<file path="src/rtl/stopwatch_core.sv">
// ---------------------------------------------------------------------------
// stopwatch_core
//
// Timekeeping core of the stopwatch. It counts elapsed time as BCD
// mm:ss.cc while pause is low. It also provides a synchronous clear and a
// lap hold. The lap hold freezes the displayed value while the live count
// keeps running.
//
// Parameters
//   CLK_HZ   input clock frequency
//   TICK_HZ  centisecond tick rate; DIV = CLK_HZ/TICK_HZ must be >= 2
//
// Ports
//   clk      rising-edge clock
//   rst      asynchronous, active-high reset
//   pause    level, 1 = stopped, 0 = counting (synchronous to clk)
//   clear    one-cycle pulse, zeroes live time, lap digits and held
//   lap      one-cycle pulse, toggles the lap hold
//   disp_min BCD minutes {tens, ones}
//   disp_sec BCD seconds {tens, ones}
//   disp_cs  BCD centiseconds {tens, ones}
//   held     display is showing the frozen lap value
//   running  combinational ~pause
//   wrap     one-cycle pulse on rollover 59:59.99 -> 00:00.00
// ---------------------------------------------------------------------------
module stopwatch_core #(
    parameter int CLK_HZ  = 50_000_000,
    parameter int TICK_HZ = 100
) (
    input  logic       clk,
    input  logic       rst,
    input  logic       pause,
    input  logic       clear,
    input  logic       lap,
    output logic [7:0] disp_min,
    output logic [7:0] disp_sec,
    output logic [7:0] disp_cs,
    output logic       held,
    output logic       running,
    output logic       wrap
);

    localparam int DIV = CLK_HZ / TICK_HZ;
    localparam int PW  = $clog2(DIV);
    localparam logic [PW-1:0] PRESC_LAST = PW'(DIV - 1);

    // Per-digit upper limit, packed as {min tens, min ones, sec tens,
    // sec ones, cs tens, cs ones}. The value reads as the time 59:59.99.
    localparam logic [23:0] DIG_LIM = 24'h59_59_99;

    // One BCD digit step. It returns {carry_out, next_digit}. A digit that
    // sits at its limit wraps to 0 and carries when it is incremented.
    function automatic logic [4:0] bcd_step(input logic [3:0] d,
                                            input logic [3:0] lim,
                                            input logic       cin);
        if (!cin)
            return {1'b0, d};
        else if (d == lim)
            return {1'b1, 4'd0};
        else
            return {1'b0, d + 4'd1};
    endfunction

    logic [PW-1:0] presc_q, presc_d;
    logic [23:0]   live_q, live_d;
    logic [23:0]   lap_q, lap_d;
    logic          held_q, held_d;
    logic          wrap_q, wrap_d;

    logic          tick;
    logic          cy;
    logic [4:0]    step;
    logic [23:0]   live_inc;

    always_comb begin
        tick = ~pause && (presc_q == PRESC_LAST);

        // While paused, the prescaler holds its partial period.
        presc_d = presc_q;
        if (!pause)
            presc_d = tick ? '0 : presc_q + 1'b1;
        if (clear)
            presc_d = '0;

        // The whole carry chain resolves in one pass, so only legal BCD
        // values are ever registered.
        cy       = tick;
        step     = '0;
        live_inc = live_q;
        for (int i = 0; i < 6; i++) begin
            step                = bcd_step(live_q[4*i +: 4], DIG_LIM[4*i +: 4], cy);
            live_inc[4*i +: 4]  = step[3:0];
            cy                  = step[4];
        end

        // A carry out of minute tens means the count rolled over from
        // 59:59.99. Clear takes priority over the tick.
        live_d = clear ? '0 : live_inc;
        wrap_d = cy & ~clear;

        // The lap capture takes the pre-edge live value, so a tick on the
        // same edge is not included.
        lap_d  = lap_q;
        held_d = held_q;
        if (clear) begin
            lap_d  = '0;
            held_d = 1'b0;
        end else if (lap) begin
            if (!held_q) begin
                lap_d  = live_q;
                held_d = 1'b1;
            end else begin
                held_d = 1'b0;
            end
        end
    end

    always_ff @(posedge clk or posedge rst) begin
        if (rst) begin
            presc_q <= '0;
            live_q  <= '0;
            lap_q   <= '0;
            held_q  <= 1'b0;
            wrap_q  <= 1'b0;
        end else begin
            presc_q <= presc_d;
            live_q  <= live_d;
            lap_q   <= lap_d;
            held_q  <= held_d;
            wrap_q  <= wrap_d;
        end
    end

    assign disp_min = held_q ? lap_q[23:16] : live_q[23:16];
    assign disp_sec = held_q ? lap_q[15:8]  : live_q[15:8];
    assign disp_cs  = held_q ? lap_q[7:0]   : live_q[7:0];
    assign held     = held_q;
    assign wrap     = wrap_q;
    assign running  = ~pause;

endmodule
</file>
<file path="config.mk">
export PLATFORM = sky130hd
export DESIGN_NAME = stopwatch_core
export DESIGN_NICKNAME = d
export VERILOG_FILES = /design/src/rtl/stopwatch_core.sv
export SDC_FILE = /design/constraint.sdc
export NUM_CORES = 1
export LEC_CHECK = 0
export BUFFER_PORTS_ARGS = -buffer_cell sky130_fd_sc_hd__buf_2
export CELL_PAD_IN_SITES_DETAIL_PLACEMENT = 0
export CELL_PAD_IN_SITES_GLOBAL_PLACEMENT = 2
export CORE_MARGIN = 3
export CORE_UTILIZATION = 30
export CTS_CLUSTER_SIZE = 8
export DETAILED_ROUTE_END_ITERATION = 10
export PLACE_DENSITY_LB_ADDON = 0.2
export REMOVE_ABC_BUFFERS = 1
export SLEW_MARGIN = 20
export SYNTH_ARGS = -nofsm -noshare
export SYNTH_HDL_FRONTEND = slang
export SYNTH_SLANG_ARGS = --single-unit
export TNS_END_PERCENT = 100
</file>
<file path="constraint.sdc">
create_clock -name clk -period 5.3 [get_ports clk]
set_input_delay 1.325 -clock clk [delete_from_list [all_inputs] [get_ports clk]]
set_output_delay 1.325 -clock clk [all_outputs]
set_load 0.1 [all_outputs]
</file>
# [Word level (Yosys, flattened, before mapping)]
# Cells that the tools add are included.
[word_totals] ff_bits=69 input_bits=5 output_inout_bits=27 word_cells=63
[op_classes] addsub=7 eq_ne=9 n_mux=25 bitwise=3 n_reduce_logical=9
[op_table] op="2-to-1 mux 24 bit" count=4
[op_table] op="2-to-1 mux 5 bit" count=12
[op_table] op="2-to-1 mux 19 bit" count=3
[op_table] op="adder 4 x 1 -> 4 bit, second input constant" count=6
[op_table] op="2-to-1 mux 8 bit" count=3
[op_table] op="adder 19 x 1 -> 19 bit, second input constant" count=1
[op_table] op="equality test 19 bit, second input constant" count=1
[op_table] op="equality test 4 bit, second input constant" count=4
[op_table] op="nonzero test 2 bit" count=7
[op_table] op="equality test 4 x 3 -> 1 bit, second input constant" count=2
[op_table] op="2-to-1 mux 1 bit" count=3
[op_table] op="!= test 2 x 1 -> 1 bit, second input constant" count=1
[op_table] op="!= test 2 bit, second input constant" count=1
[op_table] op="NOT 1 bit" count=2
[op_table] op="AND reduction 2 bit" count=1
[op_table] op="AND 1 bit" count=1
[op_table] op="logical AND 1 bit" count=1

# [Logic depth before layout (Yosys ltp)]
# Gate-level depths: netlist of the first run.
[depth] word_depth=9 depth_mapped=7 depth_no_buf=6

# [Worst setup path before layout of the first run]
# No wires, ideal clock.
[synth_path] path_type="register to output" startpoint="register held_q, in the netlist held" endpoint="output disp_cs[1]" arrival_ns=3.317 required_ns=3.975 path_slack_ns=0.658 path_stages_with_launch=4 n_path_buf=2 cell_sequence="dfrtp_1 > clkbuf_1 > clkbuf_1 > o21ai_0"
[synth_via] elab_chain_cells=1
[synth_rtl] item="start: declaration" line_no="67" text="logic held_q, held_d;"
[synth_rtl] item="start signal: assignment" line_no="129" text="held_q <= held_d;"
[synth_rtl] item="2-to-1 mux 8 bit" line_no="136" text="assign disp_cs = held_q ? lap_q[7:0] : live_q[7:0];"
[synth_rtl] item="end: declaration" line_no="37" text="output logic [7:0] disp_cs,"
# Every way passes these cells.

# [Final worst setup path of the first run]
[layout_path] startpoint="input pause" endpoint="output running"
[layout_via] elab_chain_cells=1
[layout_rtl] item="start: declaration" line_no="32" text="input logic pause,"
[layout_rtl] item="NOT 1 bit" line_no="139" text="assign running = ~pause;"
[layout_rtl] item="end: declaration" line_no="39" text="output logic running,"
# Every way passes these cells.

==> results of run 1 <==
-- worst max path at each step --
stage	to	depth (start not counted)	slack [ns]	from
6_report	running	3	1.95	pause
5_1_grt	disp_cs[2]	3	1.86	held$_DFFE_PP0P_
4_1_cts	disp_cs[2]	3	1.94	held$_DFFE_PP0P_
3_5_place_dp	running	3	1.95	pause
3_3_place_gp	running	3	1.95	pause
2_1_floorplan	disp_cs[1]	1	0.52	held$_DFFE_PP0P_
-- cells by family (layout without fill, tap and decap cells) --
kind of cell | after synthesis | in the layout | synth area share, %
AND/OR/NAND/NOR | 145 | 145 | 22.6
AO/OA/AOI/OAI | 97 | 97 | 17.0
flip-flops | 69 | 69 | 44.2
buffers and inverters | 42 | 67 | 4.07
multiplexers | 21 | 21 | 5.96
adder cells (fa/ha/maj) | 13 | 13 | 4.16
XOR/XNOR | 9 | 9 | 2.02
-- worst register-to-register path, stage by stage (launching register included) --
cell	delay, ns
dfrtp_1	0.46
nor4b_1	0.54
nand3_1	0.72
or4b_2	0.86
a21oi_1	0.15
-- area by class of cell --
cell class / instances / area [um^2]
multi-input cells: 285 / 2020
well taps: 172 / 215
fillers: 1317 / 8190
clock inverters: 5 / 30.0
flip-flops and latches: 69 / 1730
inverters: 17 / 63.8
clock buffers: 9 / 225
repair buffers: 36 / 193
-- cells in the final DEF, fill, tap and decap left out, drive strengths merged, types with 10 or more instances in the layout --
master	count
nand2	25
inv	17
a22o	24
or4	16
ha	13
o31ai	11
a21oi	22
nor2	19
buf	36
dfrtp	69
nand4	14
nor3	11
o21ai	22
mux2	18
nand3	10
-- layer usage --
layer	routed length, um	share of wire, %	global-route usage [%]
met1	4780	47	18.8
met2	4910	49	24.6
met3	331	3.3	3.63
met4	45	0.45	4.37
met5	0	0	0
-- flip-flops by register name (all words and copies together), names as in the netlist --
name and flops:
held 1, lap_q 24, wrap 1, live_q 24, presc_q 19
-- report_power, final --
part / internal (mW) / switching (mW) / total (mW)
Sequential: 0.530 / 0.00568 / 0.536
Clock: 0.308 / 0.223 / 0.531
Combinational: 0.0162 / 0.0564 / 0.0727
==> flow_summary.toml, run 1 <==
[logic_synthesis]
ys_warn_count = 0
yosysTopAreaCell = "dfrtp_1"
synth_edf_count = 0
synth_seq_cells = 69
netlist.area_leader.share_pct = 44.2
synth_cell_type_count = 51
synth_area_mm2 = 0.00391
yosysMostFrequentCell = "dfrtp_1"
avgSynthCellArea_um2 = 9.86
netlist_instances = 396
ys_async_sr_fraction_pct = 100
synth-main-ff-cell = "dfrtp_1"
seq_area_frac_synth_pct = 44.2
ys_top_cells_by_area = "dfrtp_1 (44%), a22o_1 (5.4%), mux2_2 (4.9%)"
synthTopCellsByCount = "dfrtp_1 (69), nand2_1 (25), a22o_1 (24), clkbuf_1 (24), a21oi_1 (22)"

[critical_path]
cp.arrival_ns = 2.02
worstRegToRegCells = 4
worstPathRequired_ns = 3.97
cp-end-kind = "output port"
cpMostUsedCell = "buf_2"
critPathLaunchType = "input pin"
cp_slowest_cell = "buf_2"
crit_type = "in2out"
slowest_delay_ns = 0.43
path_delay_family = "buffers and inverters"
r2r_end = "live_q[6]$_DFFE_PP0P_"
crit_buf_inv = 3
timing.rr.start = "presc_q[12]$_DFFE_PP0P_"
rrSetupSlack_ns = 2.50
crit_chain = "buf_2 -> inv_1 -> buf_2"
worstPathMaxFanout = 12

[cts]
cts_buffers = 9
clkSlewWorstSetupHoldPaths_ns = 0.06
clock-sinks = 69
post_cts_buffers = 0
postCtsHoldBufs = 0
cts_root_buffer = "clkbuf_16"
clock_latency_ns = 0.33
cts_tree = "built"
cts_max_path_buffers = 2
cts_max_level = 3
cts_resized = 0

[die]
fp.coreArea_mm2 = 0.0127
ios = 32
die_h_um = 120
die-area_mm2 = 0.0144
initial_core_util_pct = 30.8
rows = 41
die_w_um = 120

[routing]
viasPerCell = 5.33
finalWirelength_um = 10100
drt-initial-drc-count = 161
drt_pass1_iterations = 4
remaining_drc_errors = 0
ant_nets = 0
via_count = 3158
wl_per_cell_um = 17.0

[sta]
final-hold-violation-count = 0
post-route-worst-setup-slack_ns = 1.95
final.setup.tns_ns = 0
relSlewSlack_pct = 33.1
hold-worst-slack_ns = 0.497
finalMaxSlewViolations = 0
final.min_clock_period_ns = 3.35
fmax_mhz = 299
period_share_pct = 63.2
rsz0062_at_grt = "false"
tightest_slew_ns = 1.00
skew_ns = 0.0111
finalSetupViolations = 0

[placement]
port-buffer-count = 31
dp.final_hpwl_um = 6890
post-place-ws_ns = 1.95
gp_congestion = 0.804
dp_cells = 579
dpl-instance-area_mm2 = 0.00422

[finish]
final_util_pct = 35.3
nNetsFinal = 436
final_cells = 593
syn2layout_area_growth_pct = 14.6
fin_area_mm2 = 0.00448
diodes = 0
drive_above_1_share_pct = 18.3

[run_status]
status = "finished, final reports clean"

[pwr]
power_mw = 1.14
vdd_ir_drop_max_mv = 0.136
power_density_mw_per_mm2 = 254
p_leak_nw = 1.96

[global_route]
grt_max_degree = 43
antenna_found_initial = 0
grt_pass1_wl_um = 16800
grt_usage_pct = 14.7
grt_pass1_vias = 3192
grt_overflow = 0

[hold_path]
hold_depth = 1
min_path_type = "reg2reg"
holdCritStartpoint = "lap_q[15]$_DFFE_PP0P_"
whs_endpoint = "lap_q[15]$_DFFE_PP0P_"

[job]
drv_cap = 0
No activity file was read; power rests on OpenSTA's default activity.
==> inputs of run 2 (changes only) <==
==> constraint.sdc (replaced) <==
create_clock -name clk -period 3.5 [get_ports clk]
set_input_delay 0.875 -clock clk [delete_from_list [all_inputs] [get_ports clk]]
set_output_delay 0.875 -clock clk [all_outputs]
set_load 0.1 [all_outputs]
==> run 2 against run 1 <==
Final cell count grew 1.0%. Clock power rose by 88%. Wire length grew 2.6%. Critical path depth down 1. Cell area up 2.5%. Sequential power grew 53%. Register-to-register slack lost 1.7 ns. Hold slack better by 0.00054 ns. First-iteration DRC count shrank 5.0%.
==> flow_summary.toml, run 2 (same netlist as run 1, synthesis figures left out) <==
[critical_path]
cp.arrival_ns = 1.86
critPathLaunchType = "register"
worstPathRequired_ns = 2.62
cp-end-kind = "output port"
worstPathMaxFanout = 34
path_delay_family = "flip-flops"
crit_chain = "mux2_2 -> buf_2"
crit_type = "reg2out"
cp_slowest_cell = "dfrtp_2"
crit_buf_inv = 1
worstRegToRegCells = 5
slowest_delay_ns = 0.81
crit_cells = 2

[finish]
fillers = 1331
layout_common_cells = "dfrtp_1 (68), buf_2 (31), nand2_1 (25), a22o_1 (24)"
reg_top3 = "lap_q x24, live_q x24, presc_q x19"
syn2layout_area_growth_pct = 17.6
nNetsFinal = 440
drive_above_1_share_pct = 19.7
diodes = 0
mostFrequentLayoutCell = "dfrtp_1"

[sta]
final.min_clock_period_ns = 2.73
final-hold-violation-count = 0
rsz0062_at_grt = "false"
period_share_pct = 78.1
finalSetupViolations = 0
final.setup.tns_ns = 0
fmax_mhz = 366
finalMaxSlewViolations = 0
relSlewSlack_pct = 47.3
tightest_slew_ns = 0.790
hold-worst-slack_ns = 0.498
skew_ns = 0.00817

[die]
die_w_um = 120
die_h_um = 120
ios = 32
initial_core_util_pct = 30.8
fp.coreArea_mm2 = 0.0127
die-area_mm2 = 0.0144
rows = 41

[cts]
cts_root_buffer = "clkbuf_16"
cts_buffers = 9
clkSlewWorstSetupHoldPaths_ns = 0.06
post_cts_buffers = 0
cts_resized = 0
cts_tree = "built"
postCtsHoldBufs = 0
clock_latency_ns = 0.34
clock-sinks = 69
cts_max_path_buffers = 2
cts_max_level = 3

[global_route]
grt_pass1_wl_um = 17300
antenna_found_initial = 0
grt_max_degree = 36
grt_pass1_vias = 3248
grt_usage_pct = 15.2
grt_overflow = 0

[placement]
dp.final_hpwl_um = 7020
port-buffer-count = 31
gp_congestion = 0.788

[pwr]
p_sw_share_pct = 23.7
p_sw_uw = 458
vdd_ir_drop_max_mv = 0.182
comb_power_share_pct = 5.6
internal_power_mw = 1.47
clockPowerShare_pct = 52.0
power_frac_seq_pct = 42.5
power_density_mw_per_mm2 = 420
p_leak_nw = 2.01

[routing]
drt-initial-drc-count = 153
via_count = 3168
ant_nets = 0
wl_per_cell_um = 17.3
viasPerCell = 5.29
drt_pass1_iterations = 4
remaining_drc_errors = 0
finalWirelength_um = 10300

[job]
drv_cap = 0

[hold_path]
hold_depth = 1
min_path_type = "reg2reg"

[run_status]
status = "finished, final reports clean"
-- run 2: changes by cell type in the layout (fill, tap and decap cells not counted), sizes merged --
cell	before	now
buf	36	40
bufinv	0	2
clkbuf	9	10
clkinvlp	2	1
-- run 2: layout make-up --
type                       count  area [um^2]  area share [%]
tap                          172          215            4.69
inverter                      17         63.8            1.39
clock inverter                 6         86.3            1.88
clock buffer                  10          239            5.20
sequential                    69         1730            37.6
multi-input combinational    285         2020            44.1
timing repair buffer          40          235            5.12
-- run 2: metrics by stage --
stage	power (mW)	cell area, um^2	utilization [%]	setup slack (ns)	std cells
final	1.93	4590	36.2	0.767	599
after global routing	2.00	4590	36.2	0.595	599
after CTS	1.96	4590	36.2	0.752	599
after detailed placement	0.944	4270	33.7	0.663	583
after global placement	0.943	4270	33.7	0.706	583
after floorplan	0.895	3810	-	-0.826	371
-- run 2: worst paths after layout --
check / slack (ns) / start / endpoint
hold reg to reg: 0.50 / lap_q[15]$_DFFE_PP0P_ / lap_q[15]$_DFFE_PP0P_
min in group asynchronous: 0.68 / rst / lap_q[23]$_DFFE_PP0P_
max in group asynchronous: 2.14 / rst / presc_q[2]$_DFFE_PP0P_
setup / recovery: 0.77 / held$_DFFE_PP0P_ / disp_cs[3]
setup reg to reg: 0.85 / presc_q[12]$_DFFE_PP0P_ / live_q[6]$_DFFE_PP0P_
hold / removal: 0.50 / lap_q[15]$_DFFE_PP0P_ / lap_q[15]$_DFFE_PP0P_
-- run 2: power groups by stage --
stage	Sequential (mW)	Combinational (mW)	Clock [mW]
finish	0.819	0.107	1.00
global placement	0.833	0.110	0
floorplan	0.837	0.0581	0
global route	0.821	0.117	1.06
detailed placement	0.834	0.110	0
CTS	0.819	0.110	1.03
-- run 2: metal layers --
metal,track usage [%],up-vias,wire length (um)
met2,24.6,47,4980
met1,19.8,1558,4860
li1,-,1547,-
met3,3.06,16,300
met4,6.08,0,195
met5,0,-,0
==> inputs of run 3 (changes only) <==
--- a/config.mk
+++ b/config.mk
@@ -5,6 +5,7 @@
 export SDC_FILE = /design/constraint.sdc
 export NUM_CORES = 1
 export LEC_CHECK = 0
+export ABC_AREA = 1
 export BUFFER_PORTS_ARGS = -buffer_cell sky130_fd_sc_hd__buf_2
 export CELL_PAD_IN_SITES_DETAIL_PLACEMENT = 0
 export CELL_PAD_IN_SITES_GLOBAL_PLACEMENT = 2
==> constraint.sdc (replaced) <==
create_clock -name clk -period 2.8 [get_ports clk]
set_input_delay 0.7 -clock clk [delete_from_list [all_inputs] [get_ports clk]]
set_output_delay 0.7 -clock clk [all_outputs]
set_load 0.1 [all_outputs]
==> run 3 against run 2 <==
Setup slack worse by 0.21 ns. Largest cell class unchanged. Final cell count is 13% higher. Global-route usage is 0.87 points lower. Utilization is 3.8 points higher. Clock skew is 0.0019 ns lower. Highest routed layer unchanged. Die area is 1.2% lower. Flip-flop and latch count stayed put.
==> flow_summary.toml, run 3 <==
[routing]
ant_nets = 0
drt-initial-drc-count = 96
via_count = 3208
viasPerCell = 4.72
finalWirelength_um = 9600
remaining_drc_errors = 0
drt_pass1_iterations = 4
wl_per_cell_um = 14.1

[finish]
mostFrequentLayoutCell = "nand2_1"
syn2layout_area_growth_pct = 27.8
layout_common_cells = "nand2_1 (82), dfrtp_1 (69), nand3_1 (58), o21ai_0 (52), inv_1 (46)"
fillers = 1287
nNetsFinal = 524
diodes = 0
reg_top3 = "lap_q x24, live_q x24, presc_q x19"
multi_input_area_mm2 = 0.00184
register_area_mm2 = 0.00173
drive_above_1_share_pct = 18.6
fin_area_mm2 = 0.00493
final_cells = 679

[critical_path]
worstRegToRegCells = 10
crit_type = "reg2out"
critPathLaunchType = "register"
worstPathRequired_ns = 2.10
cp.arrival_ns = 1.54
worstPathMaxFanout = 34
cp-end-kind = "output port"

[pwr]
power_mw = 2.37
p_leak_nw = 2.15
vdd_ir_drop_max_mv = 0.288
power_density_mw_per_mm2 = 481

[sta]
rsz0062_at_grt = "false"
final-hold-violation-count = 0
finalMaxSlewViolations = 0
final.setup.tns_ns = 0
skew_ns = 0.00627
final.min_clock_period_ns = 2.24
finalSetupViolations = 0
tightest_slew_ns = 0.669
period_share_pct = 80.0
relSlewSlack_pct = 55.4
fmax_mhz = 446

[logic_synthesis]
netlist.area_leader.share_pct = 44.8
synth_cell_type_count = 37
avgSynthCellArea_um2 = 8.17
ys_top_cells_by_area = "dfrtp_1 (45%), nand2_1 (8.0%), nand3_1 (7.5%)"
synth_edf_count = 0
synth_area_mm2 = 0.00386
ys_warn_count = 0
netlist_instances = 472
ys_async_sr_fraction_pct = 100
seq_area_frac_synth_pct = 44.8
synth_seq_cells = 69
synth-main-ff-cell = "dfrtp_1"
yosysMostFrequentCell = "nand2_1"
yosysTopAreaCell = "dfrtp_1"
synthTopCellsByCount = "nand2_1 (82), dfrtp_1 (69), nand3_1 (58), o21ai_0 (52), inv_1 (47)"

[hold_path]
min_path_type = "in2async"

[die]
die-area_mm2 = 0.0143
rows = 40
initial_core_util_pct = 31.3
die_w_um = 119
fp.coreArea_mm2 = 0.0123
die_h_um = 119
ios = 32

[cts]
cts_tree = "built"
clock_latency_ns = 0.32
cts_root_buffer = "clkbuf_16"
cts_max_level = 3
cts_buffers = 9
post_cts_buffers = 0
clkSlewWorstSetupHoldPaths_ns = 0.06
clock-sinks = 69
cts_resized = 0
postCtsHoldBufs = 0
cts_max_path_buffers = 2

[global_route]
grt_usage_pct = 14.3
grt_max_degree = 43
antenna_found_initial = 0
grt_pass1_wl_um = 16500
grt_overflow = 0
grt_pass1_vias = 3171

[run_status]
status = "finished, final reports clean"

[placement]
dp_cells = 663
dp.final_hpwl_um = 6790
port-buffer-count = 31
dpl-instance-area_mm2 = 0.00460
gp_congestion = 0.771

[job]
drv_cap = 0
-- run 3: per-layer routing --
metal,routed length [um],GRT usage (%),part of all wire [%]
met1,5040,20.9,53
met2,4180,21.5,44
met3,293,3.23,3.1
met4,86,3.22,0.90
met5,0,0,0
-- run 3: cells by family (layout without fill, tap and decap cells) --
kind of cell             Yosys count  in the layout  synth area share, %
flip-flops                        69             69                 44.8
AO/OA/AOI/OAI                     87             87                 12.4
AND/OR/NAND/NOR                  209            209                 27.1
XOR/XNOR                          18             18                 4.09
buffers and inverters             76            115                 7.46
adder cells (fa/ha/maj)           13             13                 4.22
-- run 3: final cells by class --
cell class              instances  share of cell area (%)
multi-input cells             327                    37.4
flip-flops and latches         69                    35.0
repair buffers                 38                    12.1
clock buffers                  10                    4.85
inverters                      61                    4.64
well taps                     168                    4.26
clock inverters                 6                    1.75
-- run 3: final timing paths --
path,startpoint,end,slack [ns]
worst max-delay path,held$_DFFE_PP0P_,disp_min[7],0.56
worst min-delay path,rst,live_q[23]$_DFFE_PP0P_,0.48
worst max register to register,presc_q[0]$_DFFE_PP0P_,live_q[22]$_DFFE_PP0P_,0.96
worst min register to register,live_q[23]$_DFFE_PP0P_,live_q[23]$_DFFE_PP0P_,0.50
max in group asynchronous,rst,presc_q[16]$_DFFE_PP0P_,1.71
min in group clk,live_q[23]$_DFFE_PP0P_,live_q[23]$_DFFE_PP0P_,0.50
-- run 3: power breakdown --
group	total [mW]	internal, mW	switching [mW]
registers	1.00	1.00	0.00382
clock network	1.23	0.802	0.429
logic	0.134	0.0260	0.108
-- run 3: worst max-delay path: stages (launching register included) --
cell,delay [ns]
dfrtp_1,0.37
buf_4,0.23
o21ai_0,0.37
buf_12,0.23
-- run 3: through the flow --
stage | utilization (%) | hold slack [ns] | setup slack (ns)
final | 40.0 | 0.476 | 0.560
after global routing | 40.0 | 0.530 | 0.460
after CTS | 40.0 | 0.506 | 0.539
after detailed placement | 37.4 | 0.494 | 0.698
after global placement | 37.4 | 0.485 | 0.728
after floorplan | - | 0.469 | -1.38
